==> config.mk <==
export PLATFORM = sky130hd
export DESIGN_NAME = cla_subtractor_16bit_pipe
export DESIGN_NICKNAME = d
export VERILOG_FILES = /design/src/rtl/alu_pkg.sv /design/src/rtl/cla_group_4bit.sv /design/src/rtl/cla_subtractor_16bit_pipe.sv
export SDC_FILE = /design/constraint.sdc
export NUM_CORES = 1
export LEC_CHECK = 0
export CORE_MARGIN = 3
export CORE_UTILIZATION = 40
export DETAILED_ROUTE_END_ITERATION = 7
export PLACE_DENSITY = 0.65
export SYNTH_ARGS = -nofsm -noshare
export SYNTH_HDL_FRONTEND = slang
export SYNTH_SLANG_ARGS = --single-unit
export TNS_END_PERCENT = 30
==> constraint.sdc <==
create_clock -name clk -period 8.8 [get_ports clk]
set_input_delay 1.76 -clock clk [delete_from_list [all_inputs] [get_ports clk]]
set_output_delay 1.76 -clock clk [all_outputs]
set_load 0.05 [all_outputs]
==> src/rtl/alu_pkg.sv <==
// Shared ALU datapath definitions.
//   DATA_W       : datapath operand width
//   CLA_GROUP    : bits per first-level carry-lookahead block
//   sub_result_t : subtractor result bundle (difference plus flags); the ALU
//                  result mux uses the same bundle.
package alu_pkg;

  localparam int DATA_W    = 16;
  localparam int CLA_GROUP = 4;

  typedef struct packed {
    logic [DATA_W-1:0] diff;
    logic              bout;
    logic              ovf;
    logic              zero;
  } sub_result_t;

endpackage

==> src/rtl/cla_group_4bit.sv <==
// First-level 4-bit carry-lookahead block (purely combinational).
// Ports:
//   p, g  in  [3:0] per-bit propagate / generate
//   cin   in        carry into bit 0 of the group
//   gg    out       group generate
//   pg    out       group propagate
//   c     out [3:0] carry into each bit of the group (c[0] = cin)
module cla_group_4bit
  import alu_pkg::*;
(
  input  logic [CLA_GROUP-1:0] p,
  input  logic [CLA_GROUP-1:0] g,
  input  logic                 cin,
  output logic                 gg,
  output logic                 pg,
  output logic [CLA_GROUP-1:0] c
);

  assign c[0] = cin;
  assign c[1] = g[0] | (p[0] & cin);
  assign c[2] = g[1] | (p[1] & g[0]) | (p[1] & p[0] & cin);
  assign c[3] = g[2] | (p[2] & g[1]) | (p[2] & p[1] & g[0])
              | (p[2] & p[1] & p[0] & cin);

  assign gg = g[3] | (p[3] & g[2]) | (p[3] & p[2] & g[1])
            | (p[3] & p[2] & p[1] & g[0]);
  assign pg = &p;

endmodule

==> src/rtl/cla_subtractor_16bit_pipe.sv <==
// Two-stage pipelined carry-lookahead subtractor: diff = a - b - bin.
// Computed as a + ~b + ~bin. Stage 1 registers the per-bit and per-group
// propagate/generate terms. Stage 2 resolves the group carries and the
// in-group carries and registers the difference and flags.
// Both sides use valid/ready handshakes, so the front end can stall it.
// Ports:
//   clk, rst             clock, synchronous active-high reset
//   in_valid/in_ready    operand handshake
//   a, b, bin            minuend, subtrahend, borrow-in
//   out_valid/out_ready  result handshake
//   diff                 a - b - bin modulo 2^WIDTH
//   bout                 borrow-out (unsigned a < b + bin)
//   ovf                  signed overflow
//   zero                 diff == 0
// GROUP must equal CLA_GROUP because the group block is fixed at 4 bits.
module cla_subtractor_16bit_pipe
  import alu_pkg::*;
#(
  parameter int WIDTH = DATA_W,
  parameter int GROUP = CLA_GROUP
) (
  input  logic             clk,
  input  logic             rst,
  input  logic             in_valid,
  output logic             in_ready,
  input  logic [WIDTH-1:0] a,
  input  logic [WIDTH-1:0] b,
  input  logic             bin,
  output logic             out_valid,
  input  logic             out_ready,
  output logic [WIDTH-1:0] diff,
  output logic             bout,
  output logic             ovf,
  output logic             zero
);

  localparam int NG  = WIDTH / GROUP;
  localparam int MSB = WIDTH - 1;

  // Operand signs differ exactly when the MSB propagate term (a ^ ~b) is 0.
  // Overflow occurs when the result sign then differs from the sign of a.
  function automatic logic calc_ovf(input logic p_msb, input logic a_msb,
                                    input logic d_msb);
    return ~p_msb & (d_msb ^ a_msb);
  endfunction

  logic              vld_p1, vld_p2;
  logic              s2_load;
  logic [WIDTH-1:0]  p_c, g_c, nb_c;
  logic [NG-1:0]     gg_c, pg_c;
  logic [WIDTH-1:0]  p_p1, g_p1;
  logic [NG-1:0]     gg_p1, pg_p1;
  logic              c0_p1, amsb_p1;
  logic [NG:0]       gen_c;
  logic [NG:0]       cg_c;
  logic              term_c;
  logic [WIDTH-1:0]  carry_c, diff_c;
  logic [NG-1:0]     gg_unused, pg_unused;
  sub_result_t       res_p2;

  assign s2_load   = ~vld_p2 | out_ready;
  assign in_ready  = ~vld_p1 | s2_load;
  assign out_valid = vld_p2;
  assign diff      = res_p2.diff;
  assign bout      = res_p2.bout;
  assign ovf       = res_p2.ovf;
  assign zero      = res_p2.zero;

  // ---- stage 0 -> p1: per-bit and per-group propagate/generate ----
  always_comb begin
    nb_c = ~b;
    p_c  = a ^ nb_c;
    g_c  = a & nb_c;
    gg_c = '0;
    pg_c = '1;
    for (int k = 0; k < NG; k++) begin
      for (int i = 0; i < GROUP; i++) begin
        gg_c[k] = g_c[k*GROUP+i] | (p_c[k*GROUP+i] & gg_c[k]);
        pg_c[k] = pg_c[k] & p_c[k*GROUP+i];
      end
    end
  end

  always_ff @(posedge clk) begin
    if (rst) begin
      vld_p1 <= 1'b0;
    end else if (in_ready) begin
      vld_p1 <= in_valid;
    end
  end

  always_ff @(posedge clk) begin
    if (in_valid & in_ready) begin
      p_p1    <= p_c;
      g_p1    <= g_c;
      gg_p1   <= gg_c;
      pg_p1   <= pg_c;
      c0_p1   <= ~bin;
      amsb_p1 <= a[MSB];
    end
  end

  // ---- p1 -> p2: second-level lookahead, in-group carries, flags ----
  // Sum-of-products form: carry into group k+1 is generated by some group j
  // (or c0) and propagated through every group from j up to k.
  always_comb begin
    gen_c  = {gg_p1, c0_p1};
    cg_c   = '0;
    term_c = 1'b0;
    cg_c[0] = c0_p1;
    for (int k = 0; k < NG; k++) begin
      for (int j = 0; j <= k + 1; j++) begin
        term_c = gen_c[j];
        for (int m = j; m <= k; m++) begin
          term_c = term_c & pg_p1[m];
        end
        cg_c[k+1] = cg_c[k+1] | term_c;
      end
    end
  end

  for (genvar k = 0; k < NG; k++) begin : g_grp
    cla_group_4bit u_grp (
      .p   (p_p1[k*GROUP +: GROUP]),
      .g   (g_p1[k*GROUP +: GROUP]),
      .cin (cg_c[k]),
      .gg  (gg_unused[k]),
      .pg  (pg_unused[k]),
      .c   (carry_c[k*GROUP +: GROUP])
    );
  end

  assign diff_c = p_p1 ^ carry_c;

  always_ff @(posedge clk) begin
    if (rst) begin
      vld_p2 <= 1'b0;
      res_p2 <= '0;
    end else begin
      if (s2_load) begin
        vld_p2 <= vld_p1;
      end
      if (vld_p1 & s2_load) begin
        res_p2.diff <= diff_c;
        res_p2.bout <= ~cg_c[NG];
        res_p2.ovf  <= calc_ovf(p_p1[MSB], amsb_p1, diff_c[MSB]);
        res_p2.zero <= ~|diff_c;
      end
    end
  end

endmodule

==> results of run 1 <==
state kept, by name (all words and copies together), names as in the netlist, 4 cells and up:
signal / cells
diff: 16
p_p1: 16
g_p1: 12
gg_p1: 4
pg_p1: 4
worst max path at each step:
stage | to | slack [ns]
after CTS | in_ready | 3.85
after floorplan | in_ready | 4.80
final | in_ready | 3.85
after global routing | in_ready | 3.80
after detailed placement | in_ready | 3.87
after global placement | in_ready | 3.85
report_power, final:
| part | internal (W) | switching, W |
|---|---|---|
| Clock | 0.000161 | 0.000101 |
| Sequential | 0.000318 | 0.0000126 |
| Combinational | 0.0000506 | 0.0000640 |
| Total | 0.000529 | 0.000178 |
cells by family after synthesis:
family	after synthesis	share of synthesized area, %
AO/OA/AOI/OAI	47	10.6
XOR/XNOR	13	4.22
adder cells (fa/ha/maj)	20	9.28
buffers and inverters	24	3.34
flip-flops	59	57.9
AND/OR/NAND/NOR	81	14.7
through the flow:
step           power [W]  instances  hold slack (ns)  area (µm²)  worst slack (ns)
4_1_cts         0.000715        389            0.454        3580              3.85
2_1_floorplan   0.000405        244            0.496        2700              4.80
6_report        0.000707        389            0.450        3580              3.85
5_1_grt         0.000743        389            0.470        3580              3.80
3_3_place_gp    0.000450        373            0.441        3350              3.85
3_5_place_dp    0.000452        373            0.446        3350              3.87
routing by layer:
layer  up-vias  track usage [%]  wire (µm)
li1        989                -          -
met1       891             18.0       2270
met2        68             23.8       2420
met3         9             4.99        314
met4         0             6.18         95
met5         -                0          0
cell usage after synthesis:
cell type	n
sky130_fd_sc_hd__nand3_1	2
sky130_fd_sc_hd__nor2b_1	5
sky130_fd_sc_hd__a31o_2	1
sky130_fd_sc_hd__edfxtp_1	38
sky130_fd_sc_hd__clkbuf_1	6
sky130_fd_sc_hd__or3_2	1
sky130_fd_sc_hd__a211oi_1	4
sky130_fd_sc_hd__nor3_1	5
sky130_fd_sc_hd__nor2_1	16
sky130_fd_sc_hd__o21bai_1	1
sky130_fd_sc_hd__nand2_1	32
sky130_fd_sc_hd__nand3b_1	1
sky130_fd_sc_hd__ha_1	20
sky130_fd_sc_hd__nand2b_1	6
sky130_fd_sc_hd__o21ai_0	8
sky130_fd_sc_hd__and2_1	3
sky130_fd_sc_hd__a2111o_1	1
sky130_fd_sc_hd__o21a_1	1
sky130_fd_sc_hd__a311oi_1	1
sky130_fd_sc_hd__xnor2_1	8
sky130_fd_sc_hd__a31oi_1	2
sky130_fd_sc_hd__and4_1	4
sky130_fd_sc_hd__o31ai_2	1
sky130_fd_sc_hd__a22oi_1	1
sky130_fd_sc_hd__a21o_1	3
sky130_fd_sc_hd__o211ai_1	1
sky130_fd_sc_hd__inv_1	18
sky130_fd_sc_hd__dfxtp_1	21
sky130_fd_sc_hd__or4_1	3
sky130_fd_sc_hd__nor3b_1	1
sky130_fd_sc_hd__nor2_2	1
sky130_fd_sc_hd__nand4_1	1
sky130_fd_sc_hd__xor2_1	5
sky130_fd_sc_hd__a21oi_1	22
critical path: cells and delay by family:
kind	cells	cell delay (ns)
simple gates	2	0.15
buf+inv	2	1.27
cell type report:
type                    count  area [µm²]
well taps                  77        96.3
inverters                  18        67.6
multi-input cells         161        1050
clock inverters             2        10.0
fillers                   587        2880
repair buffers             58         578
flip-flops and latches     59        1560
clock buffers              14         216
==> impl_results.md, run 1 <==
* Number of detailed-routing iterations run before antenna repair at 4
* Top-area cell type share of the netlist area at 42.3%
* Number of CTS-inserted buffers at 9
* Number of warning messages in the yosys log at 0
* Layout cell share with drive strength beyond 1 at 6.41%
* Routed vias at 1957
* Initial core utilization at roughly two fifths
* Instance count along the most critical hold path at 2
* Final setup TNS at 0 ns
* Die Y at 88.1 µm
* Netlist area before placement at about 2700 µm²
* Setup repair bufs after CTS at 0
* Highest ir drop seen on vdd at 0.113 mV
* Area Overhead vs Synth at 32.6%
* Total half-perimeter wirelength after legalization and detailed placement at roughly 3800 µm
* Hold worst-path end: diff[6]
* Min Clock Period, post-route at 4.95 ns
* Initial antenna violation count at 0
* Overflow after GRT at 0
* Sink count of the clock tree at 59
* DR DRC count at 0
* Number of port buffers at 57
* Type of the most critical hold path: flip-flop to flip-flop
* Avg Cell Area, Syn at 11.1 µm²
* Largest net degree at the start of global routing at 39
* Startpoint of the most critical register-to-register path: gg_p1[1]
* Die outline area at approximately 7800 µm²
* Final standard cell utilization of the core at 55.4%
* Kind of end point of the critical path: primary output
* Share of the clock period used by the worst path after layout at 56.2%
* Slew of the pin with the lowest slew margin at between 0.7 and 0.8 ns
* Cell accounting for the most synthesized area: sky130_fd_sc_hd__edfxtp_1
* Critical Path, Cell by Cell: clkdlybuf4s50_1 -> nor2b_1 -> nand2_1 -> clkdlybuf4s50_1
* Post-Synthesis Net Count at 301
* Post-CTS Hold Fix Bufs at 0
* Max-Cap Viols at 0
* Final weighted congestion of routability-driven global placement at 0.762
* Worst EP arrival at 3.19 ns
* Worst-case reg-to-reg path depth at 9
* Antenna Violating Nets Remaining at 0
* # setup viols final at 0
* Highest clock rate at 202 MHz
* Number of gates given a new drive strength after cts at 0
* Highest-count cells in the layout ignoring fill and taps: 57 x sky130_fd_sc_hd__clkdlybuf4s50_1, 38 x sky130_fd_sc_hd__edfxtp_1, 32 x sky130_fd_sc_hd__nand2_1
* Synth top area cells: sky130_fd_sc_hd__edfxtp_1 42%, sky130_fd_sc_hd__dfxtp_1 16%, sky130_fd_sc_hd__ha_1 9.3%, sky130_fd_sc_hd__nand2_1 4.5%, sky130_fd_sc_hd__a21oi_1 4.1%
* Leak Pwr at about 1.4 nW
* Endpoint of the lowest-slack register-to-register path: zero
* CP Data Required Time at slightly above 7 ns
* Setup repair after global routing missed its margin: no
* Share of the yosys chip area belonging to registers at 57.9%
* Area of the placeable core at 6460 µm²
* Crit start category: input port
* Die X-Extent at ~88 µm
* Peak per-stage delay on the critical path at 0.80 ns
* Detailed Route WL at 5100 µm
* Max FO, Critical Path at 3
* Class of the most critical setup path: input port to primary output
* Most common cell after layout, fill and taps aside: sky130_fd_sc_hd__clkdlybuf4s50_1
* Outcome: completed
* Top cell by count, worst path: sky130_fd_sc_hd__clkdlybuf4s50_1
* Diode insertion count for antenna repair at 0
* Number of global-route vias before repair at 1866
* Global-route wire length before repair at 8520 µm
* Bufs on Longest Clock Path at 2
* Critical-path cell with the highest stage delay: sky130_fd_sc_hd__clkdlybuf4s50_1
* Maximum level of the CTS H-tree at 3
* Number of unique standard cell types used by synthesis at 34
* R2r setup slk at 5.54 ns
* CTS tree: built
* Synth Register Bits at 59
* Clock input transition at the sequential cells of the worst setup and hold paths at ~0.070 ns
* I/O pin count at 58
* Clock Root Buffer: sky130_fd_sc_hd__clkbuf_8
* Synth Instances at ~240
* Worst slew margin relative to its limit at 49.1%
* Site row count at 29
* Via density per instance at slightly above 5
* Total GRT Usage at 14.7%
* Cell Pwr Density at 198 nW/µm²
* # nets final at 364
* Start point of the worst hold path: diff[6]
* Launching element of the worst setup path: out_ready
* Drt first-iter violations at 106
* Hold Vio Cnt, Final at 0
* Wire length per cell after detailed routing at around 13 µm
* Clock latency reported for the late side of the worst-skew pair at between 0.3 and 0.4 ns
* Worst-case clock skew at about 0.0067 ns
* Final count of pins violating max slew at 0
Note: power is estimated with default switching activity, not from simulation.
==> run 2: changes to the inputs <==
clock period = 4.93 ns   (was 8.8 ns; I/O delays follow)
==> run 2 against run 1 <==
  * Cell area is 1.7% lower
  * First-iteration DRC count is 29% lower
  * Total power is 64% higher
  * Register-to-register slack worse by 3.7 ns
  * Sequential power is 79% higher
  * Clock-buffer cell count is 1 lower
  * Critical path depth stayed put
  * Non-clock buffer count stayed put
  * Clock power is 40% higher
  * Flip-flop and latch count stayed put
  * Final cell count stayed put
  * Global-route usage is 0.12 points lower
  * Critical path type unchanged
  * Largest power group unchanged
==> impl_results.md, run 2 (same netlist as run 1, synthesis figures left out) <==
* Worst EP arrival at 2.40 ns
* Worst slew margin relative to its limit at 50.9%
* CP Data Required Time at 3.94 ns
* Startpoint of the most critical register-to-register path: gg_p1[1]
* Area of the placeable core at 6460 µm²
* R2r setup slk at 1.81 ns
* Clock Root Buffer: sky130_fd_sc_hd__clkbuf_8
* Area of combinational cells with multiple inputs at roughly 1000 µm²
* Flip-flop and latch area at 1560 µm²
* Peak per-stage delay on the critical path at around 0.8 ns
* Die Y at 88.1 µm
* Leak Pwr at 1.36 nW
* Number of detailed-routing iterations run before antenna repair at 4
* Crit start category: input port
* Top cell by count, worst path: sky130_fd_sc_hd__clkdlybuf4s50_1
* Post-CTS Hold Fix Bufs at 0
* Depth of the critical timing path with buffers and inverters included at 4
* End point of the critical path: in_ready
* Part of the total power dissipated in the clock network at about a third
* Critical-path cell with the highest stage delay: sky130_fd_sc_hd__clkdlybuf4s50_1
* Initial antenna violation count at 0
* Routed vias at 1955
* Max FO, Critical Path at 3
* Global-route wire length before repair at 8540 µm
* Wire length per cell after detailed routing at 13.1 µm
* Hold slack final at 0.451 ns
* I/O pin count at between 50 and 60
* Combinational share of power at ~18%
* Cell Pwr Density at 330 nW/µm²
* Bufs on Longest Clock Path at 2
* Detailed Route WL at just over 5000 µm
* Sink count of the clock tree at 59
* Maximum level of the CTS H-tree at 3
* Share of power burned in registers at 50.9%
* Total half-perimeter wirelength after legalization and detailed placement at 3970 µm
* Die outline area at roughly 7800 µm²
* Kind of end point of the critical path: primary output
* Max-Cap Viols at 0
* Clock input transition at the sequential cells of the worst setup and hold paths at approximately 0.060 ns
* Outcome: completed
* Slew of the pin with the lowest slew margin at 0.733 ns
* Drt first-iter violations at 75
* Largest net degree at the start of global routing at 39
* Highest ir drop seen on vdd at 0.138 mV
* Class of the most critical setup path: input port to primary output
* Number of port buffers at 57
* Type of the most critical hold path: flip-flop to flip-flop
* Worst-case reg-to-reg path depth at 9
* Diode insertion count for antenna repair at 0
* Critical Path, Cell by Cell: clkdlybuf4s50_1 -> nor2b_1 -> nand2_1 -> clkdlybuf4s50_1
* Final weighted congestion of routability-driven global placement at 0.844
* DR DRC count at 0
* Number of CTS-inserted buffers at 9
* # nets final at between 300 and 400
* Highest clock rate at a little under 300 MHz
* Number of global-route vias before repair at 1916
* Most common cell after layout, fill and taps aside: sky130_fd_sc_hd__clkdlybuf4s50_1
* Area Overhead vs Synth at 30.2%
* Die X-Extent at 88.1 µm
* Highest-count cells in the layout ignoring fill and taps: 57 x sky130_fd_sc_hd__clkdlybuf4s50_1, 38 x sky130_fd_sc_hd__edfxtp_1, 32 x sky130_fd_sc_hd__nand2_1
* Final setup TNS at 0 ns
* Fillers at 596
* Overflow after GRT at 0
* Initial core utilization at 41.8%
* Antenna Violating Nets Remaining at 0
* Hold Vio Cnt, Final at 0
* Final count of pins violating max slew at 0
* Setup repair after global routing missed its margin: no
* Top Registers: diff (16), p_p1 (16), g_p1 (12)
* Buffers and inverters on the worst path at 2
* Launching element of the worst setup path: out_ready
* Endpoint of the lowest-slack register-to-register path: zero
* P_int at 0.000851 W
* # setup viols final at 0
* Share of the clock period used by the worst path after layout at 68.7%
* Number of gates given a new drive strength after cts at 0
* Worst-case clock skew at approximately 0.0065 ns
* Switching power of the nets at 0.000309 W
* CTS tree: built
* Total GRT Usage at between 10% and 20%
* Cell type group with the largest total delay on the critical path: buffers and inverters
* Fraction of power spent switching nets at 26.6%
* Setup repair bufs after CTS at 0
* Clock latency reported for the late side of the worst-skew pair at 0.33 ns
* Min Clock Period, post-route at 3.39 ns
* Site row count at 29
* Via density per instance at 5.03
* Layout cell share with drive strength beyond 1 at roughly 5.8%
[run 2: final cells by class]
class | instances | share of cell area, %
Inverter | 18 | 1.92
Clock buffer | 13 | 4.24
Sequential cell | 59 | 44.4
Clock inverter | 3 | 0.427
Multi-Input combinational cell | 161 | 29.8
Tap cell | 77 | 2.74
Timing Repair Buffer | 58 | 16.5
[run 2: worst min-delay path: stages, from the launching register on]
cell                      delay, ns
sky130_fd_sc_hd__dfxtp_1       0.31
sky130_fd_sc_hd__nand2_1       0.05
sky130_fd_sc_hd__a21oi_1       0.05
[run 2: metrics by stage]
stage	cells	setup slack, ns	utilization, %	total power, W	cell area, µm²
global route	389	1.51	54.4	0.00122	3510
finish	389	1.54	54.4	0.00116	3510
global placement	373	1.53	51.9	0.000804	3350
floorplan	244	2.08	-	0.000724	2700
CTS	389	1.53	54.4	0.00117	3510
detailed placement	373	1.54	51.9	0.000807	3350
[run 2: how the worst min path moves through the flow]
stage | to | depth (start not counted) | slack (ns) | start
2_1_floorplan | out_valid | 2 | 0.50 | vld_p1
3_3_place_gp | diff[7] | 2 | 0.44 | diff[7]
3_5_place_dp | diff[5] | 2 | 0.45 | diff[5]
4_1_cts | diff[5] | 2 | 0.45 | diff[5]
5_1_grt | diff[11] | 2 | 0.48 | diff[11]
6_report | diff[6] | 2 | 0.45 | diff[6]
[run 2: power by group through the flow]
stage	registers (W)	clock network (W)	logic, W
floorplan	0.000631	0	0.0000927
global placement	0.000600	0	0.000204
detailed placement	0.000601	0	0.000206
CTS	0.000590	0.000376	0.000207
global route	0.000594	0.000400	0.000227
finish	0.000590	0.000366	0.000204
[run 2: metal layers]
metal  GRT usage (%)  routed length, µm  vias up  part of all wire (%)
met4            7.69                129        0                   2.5
met2            23.2               2390       55                    47
li1                -                  -      989                     -
met5               0                  0        -                     0
met1            18.4               2320      897                    45
met3            3.57                269       14                   5.3
